$ cat config.mk
export PLATFORM = sky130hd
export DESIGN_NAME = wide_add_seq_flat
export DESIGN_NICKNAME = d
export VERILOG_FILES = /design/src/rtl/wide_add_seq_if.sv /design/src/rtl/wide_add_seq.sv /design/src/flat_wrapper.sv
export SDC_FILE = /design/constraint.sdc
export NUM_CORES = 1
export LEC_CHECK = 0
export CORE_ASPECT_RATIO = 1.25
export CORE_MARGIN = 5
export CORE_UTILIZATION = 52
export DETAILED_ROUTE_END_ITERATION = 6
export PLACE_DENSITY = 0.85
export RECOVER_POWER = 50
export REMOVE_ABC_BUFFERS = 1
export SYNTH_ARGS = -nofsm -noshare
export SYNTH_HDL_FRONTEND = slang
export SYNTH_SLANG_ARGS = --single-unit
$ cat constraint.sdc
create_clock -name clk -period 5.5 [get_ports clk]
set_input_delay 1.1 -clock clk [delete_from_list [all_inputs] [get_ports clk]]
set_output_delay 1.1 -clock clk [all_outputs]
set_load 0.02 [all_outputs]
$ cat src/rtl/wide_add_seq_if.sv
// wide_add_seq_if: start/operand request and result bundle for the multi-word add/sub sequencer.
interface wide_add_seq_if #(parameter int N = 32, parameter int WORDS = 4);
  logic start;
  logic sub;
  logic [N*WORDS-1:0] a;
  logic [N*WORDS-1:0] b;
  logic busy;
  logic done;
  logic [N*WORDS-1:0] sum;
  logic cout;
  logic ovf;
  modport master(output start, sub, a, b, input busy, done, sum, cout, ovf);
  modport slave(input start, sub, a, b, output busy, done, sum, cout, ovf);
endinterface

$ cat src/rtl/wide_add_seq.sv
// wide_add_seq: (N*WORDS)-bit add/subtract computed one N-bit word per cycle on a single ripple adder.
module wide_add_seq #(
  parameter int N = 32,
  parameter int WORDS = 4
) (
  input logic clk,
  input logic rst_n,
  wide_add_seq_if.slave bus
);
  localparam int IW = WORDS > 1 ? $clog2(WORDS) : 1;
  typedef enum logic {IDLE, RUN} state_t;
  state_t state, state_nx;
  logic [WORDS-1:0][N-1:0] a_q, b_q, sum_q;
  logic [IW-1:0] idx;
  logic sub_q, c_q, cout_q, ovf_q, done_q;
  logic [N-1:0] op_a, op_b, s;
  logic co, last;
  // The only adder; subtraction is A + ~B + 1 with the +1 seeded into c_q at start.
  assign op_a = a_q[idx];
  assign op_b = b_q[idx] ^ {N{sub_q}};
  assign {co, s} = {1'b0, op_a} + {1'b0, op_b} + {{N{1'b0}}, c_q};
  assign last = idx == IW'(WORDS - 1);
  always_ff @(posedge clk or negedge rst_n)
    if (!rst_n) state <= IDLE;
    else state <= state_nx;
  always_comb begin
    state_nx = state;
    if (state == IDLE) state_nx = bus.start ? RUN : IDLE;
    else state_nx = last ? IDLE : RUN;
  end
  always_ff @(posedge clk or negedge rst_n)
    if (!rst_n) begin
      a_q <= '0;
      b_q <= '0;
      sum_q <= '0;
      sub_q <= 1'b0;
      c_q <= 1'b0;
      idx <= '0;
      cout_q <= 1'b0;
      ovf_q <= 1'b0;
      done_q <= 1'b0;
    end else begin
      done_q <= 1'b0;
      if (state == IDLE) begin
        if (bus.start) begin
          a_q <= bus.a;
          b_q <= bus.b;
          sub_q <= bus.sub;
          c_q <= bus.sub;
          idx <= '0;
        end
      end else begin
        sum_q[idx] <= s;
        c_q <= co;
        idx <= last ? '0 : idx + 1'b1;
        if (last) begin
          cout_q <= co;
          ovf_q <= (op_a[N-1] ~^ op_b[N-1]) & (s[N-1] ^ op_a[N-1]);
          done_q <= 1'b1;
        end
      end
    end
  assign bus.busy = state == RUN;
  assign bus.done = done_q;
  assign bus.sum = sum_q;
  assign bus.cout = cout_q;
  assign bus.ovf = ovf_q;
endmodule

$ cat src/flat_wrapper.sv
// flat-port wrapper written by rule: the top's interface ports become plain ports
module wide_add_seq_flat 
#(
  parameter int N = 32,
  parameter int WORDS = 4
)
  (clk, rst_n, bus_start, bus_sub, bus_a, bus_b, bus_busy, bus_done, bus_sum, bus_cout, bus_ovf);
  wide_add_seq_if #(.N(N), .WORDS(WORDS)) bus_i ();
  input logic clk;
  input logic rst_n;
  input wire logic [$bits(bus_i.start)-1:0] bus_start;
  input wire logic [$bits(bus_i.sub)-1:0] bus_sub;
  input wire logic [$bits(bus_i.a)-1:0] bus_a;
  input wire logic [$bits(bus_i.b)-1:0] bus_b;
  output wire logic [$bits(bus_i.busy)-1:0] bus_busy;
  output wire logic [$bits(bus_i.done)-1:0] bus_done;
  output wire logic [$bits(bus_i.sum)-1:0] bus_sum;
  output wire logic [$bits(bus_i.cout)-1:0] bus_cout;
  output wire logic [$bits(bus_i.ovf)-1:0] bus_ovf;
  assign bus_i.start = bus_start;
  assign bus_i.sub = bus_sub;
  assign bus_i.a = bus_a;
  assign bus_i.b = bus_b;
  assign bus_busy = bus_i.busy;
  assign bus_done = bus_i.done;
  assign bus_sum = bus_i.sum;
  assign bus_cout = bus_i.cout;
  assign bus_ovf = bus_i.ovf;
  wide_add_seq #(.N(N), .WORDS(WORDS)) u_core (.clk(clk), .rst_n(rst_n), .bus(bus_i));
endmodule
==> results.json <==
{
  "synth_top_cell_area_share_pct": 53.48,
  "syn_area_mm2": 0.01834,
  "setup-tns-final_ns": 0,
  "grt_antenna_before_repair": 3,
  "drcViolationCount": 0,
  "hold_path_class": "reg2reg",
  "synth_flop_cell": "dfrtp_1",
  "dieArea_mm2": 0.03915,
  "drt-initial-drc-count": 843,
  "drt-pass1-iter-count": 5,
  "clk_latency_ns": 0.54,
  "gp_congestion": 0.9165,
  "vias": 12989,
  "globalRoute.totalOverflow": 0,
  "setup-violations-final": 0,
  "numPortBuffers": 391,
  "vias_per_cell": 5.737,
  "setup.worst_path.start_class": "register",
  "ys_ff_latch": 392,
  "max_cap_violations": 1,
  "r2r_setup_slack_ns": 0.99,
  "track_usage_pct": 26.37,
  "synthTopCellsByCount": "392 x dfrtp_1, 293 x mux2_2, 171 x nand2_1, 69 x clkbuf_1, 64 x mux4_2",
  "grt_pass1_vias": 13923,
  "num_rows": 77,
  "drive_above_1_share_pct": 25.50,
  "wl_per_cell_um": 22.76,
  "worst_pin_slew_ns": 2.123,
  "utilization_pct": 68.25,
  "syn_area_per_cell_um2": 13.12,
  "path_max_fanout": 29,
  "layout_min_cycle_time_ns": 4.505,
  "cts_sinks": 392,
  "max_slew_margin_pct": -41.55,
  "instances_no_fill": 2264,
  "status": "complete, but fails checks",
  "cts_tree": "yes",
  "syn_inst": 1398,
  "cp-end-kind": "register",
  "maxSlewViolCount": 159,
  "rsz0062_at_grt": "no",
  "hpwl_mm": 37.79,
  "fin_crit_sh_pct": 81.92,
  "async_flop_share_pct": 100.0,
  "numCtsBuffers": 39,
  "crit_type": "reg2reg",
  "core_mm2": 0.03517,
  "synth_edf_count": 0,
  "cts_setup_buffers": 0,
  "ys_types": 59,
  "io_pins": 392,
  "cts_hold_buf": 0,
  "cts-root-buf": "clkbuf_16",
  "synth.most_common_cell": "dfrtp_1",
  "ant_nets": 0,
  "area.growth.synth_to_final_pct": 30.84,
  "place_inst": 2193,
  "cp.arrival_ns": 4.93,
  "cp_data_required_time_ns": 5.92,
  "final_hold_viol_count": 0,
  "die_h_um": 220.0,
  "nets": 2057,
  "ys_seq_area_share_pct": 53.48,
  "synth_warnings": 0,
  "clk_pin_slew_worst_paths_ns": 0.06,
  "drt_wl_total_mm": 51.53,
  "cts-resized-gates": 0,
  "fmax_ghz": 0.2220,
  "grt_max_degree": 159,
  "finalClockSkew_ns": 0.01635,
  "violations": "capacitance limit, slew limit",
  "synth_area_leader_cell": "dfrtp_1",
  "ys_top_cells_by_area": "dfrtp_1 53%, mux2_2 18%, mux4_2 7.9%, nand2_1 3.5%, ha_1 2.4%",
  "die_x_um": 178.0,
  "grt_pass1_wl_mm": 79.86,
  "start_util_pct": 52.16,
  "cts_max_path_buffers": 3,
  "htree_levels": 2
}
layout by cell type, fill, tap and decap left out, drive strengths merged, types with 4 or more instances in the layout:
cell type / netlist / layout
or4: 6 / 6
a21oi: 34 / 34
nand2b: 7 / 7
mux4: 64 / 64
or3: 5 / 5
nand4b: 4 / 4
dfrtp: 392 / 392
ha: 35 / 35
nand3: 15 / 15
nor2b: 4 / 4
buf: 15 / 14
xnor2: 15 / 15
o311a: 4 / 4
a31oi: 7 / 7
inv: 14 / 14
nand2: 171 / 171
clkbuf: 69 / 57
and2: 4 / 4
clkinv: 0 / 10
a211oi: 7 / 7
clkdlybuf4s50: 0 / 332
mux2: 293 / 293
xor2: 37 / 37
o31ai: 29 / 29
nand4: 11 / 11
nor2: 30 / 30
o21a: 9 / 9
nor3: 12 / 12
o21ai: 62 / 62
dlygate4sd3: 0 / 58
a21o: 10 / 10
flip-flops by register name, indices dropped and copies added, names as in the netlist, 2 cells and up:
register,flops
u_core.a_q,128
u_core.bus.sum,128
u_core.idx,2
u_core.b_q,128
final cells by class:
cell class                 instances  area (um^2)
tap                              474        593.1
sequential                       392         9818
timing repair buffer             405         4099
clock inverter                    13        121.4
multi-input combinational        908         8168
antenna                            2        5.005
fill                            2418        11170
inverter                          14        52.55
clock buffer                      56         1142
kinds of logic after synthesis:
| group | Yosys count | synth area share [%] |
|---|---|---|
| flops | 392 | 53.48 |
| buf+inv | 98 | 2.087 |
| xor+xnor | 52 | 2.483 |
| simple gates | 277 | 6.671 |
| fa+ha+maj | 37 | 2.606 |
| mux | 357 | 25.85 |
| compound gates | 185 | 6.828 |
routing by layer:
metal,vias up,GRT usage (%),wire (um)
met3,131,4.907,3323
li1,5780,-,-
met2,488,45.26,26180
met1,6588,32.84,19490
met5,-,0,15
met4,2,11.14,2516
path summary, 6_finish.rpt:
kind | cells after the start | from | endpoint
worst max-delay path | 12 | u_core.idx[0] | u_core.bus.sum[56]
worst min-delay path | 2 | u_core.bus.sum[74] | u_core.bus.sum[74]
worst max register to register | 12 | u_core.idx[0] | u_core.bus.sum[56]
worst min register to register | 2 | u_core.bus.sum[74] | u_core.bus.sum[74]
max in group asynchronous | 2 | rst_n | u_core.b_q[75]
min in group asynchronous | 1 | rst_n | u_core.b_q[81]
through the flow:
stage | hold slack, ns | worst slack (ns) | instance area, um^2
floorplan | 0.4755 | -8.097 | 18010
global placement | 0.4577 | 1.241 | 22740
detailed placement | 0.4661 | 1.061 | 22740
CTS | 0.4808 | 1.038 | 24010
global route | 0.4971 | 0.8049 | 24000
finish | 0.4742 | 0.9946 | 24000
critical path, stage by stage, from the launching register on:
cell and delay [ns]:
dfrtp_4 0.80, mux4_2 0.59, xnor2_1 0.21, fa_1 0.26
inv_1 0.07, fa_1 0.44, a211oi_1 0.31, o21bai_1 0.26
a31oi_2 0.31, a21oi_1 0.16, o31ai_1 0.46, a21oi_1 0.22
o31ai_1 0.30
Power is left out: the tool's default activity adds up to more than one toggle a clock period on the data nets, which glitch-free logic cannot reach.
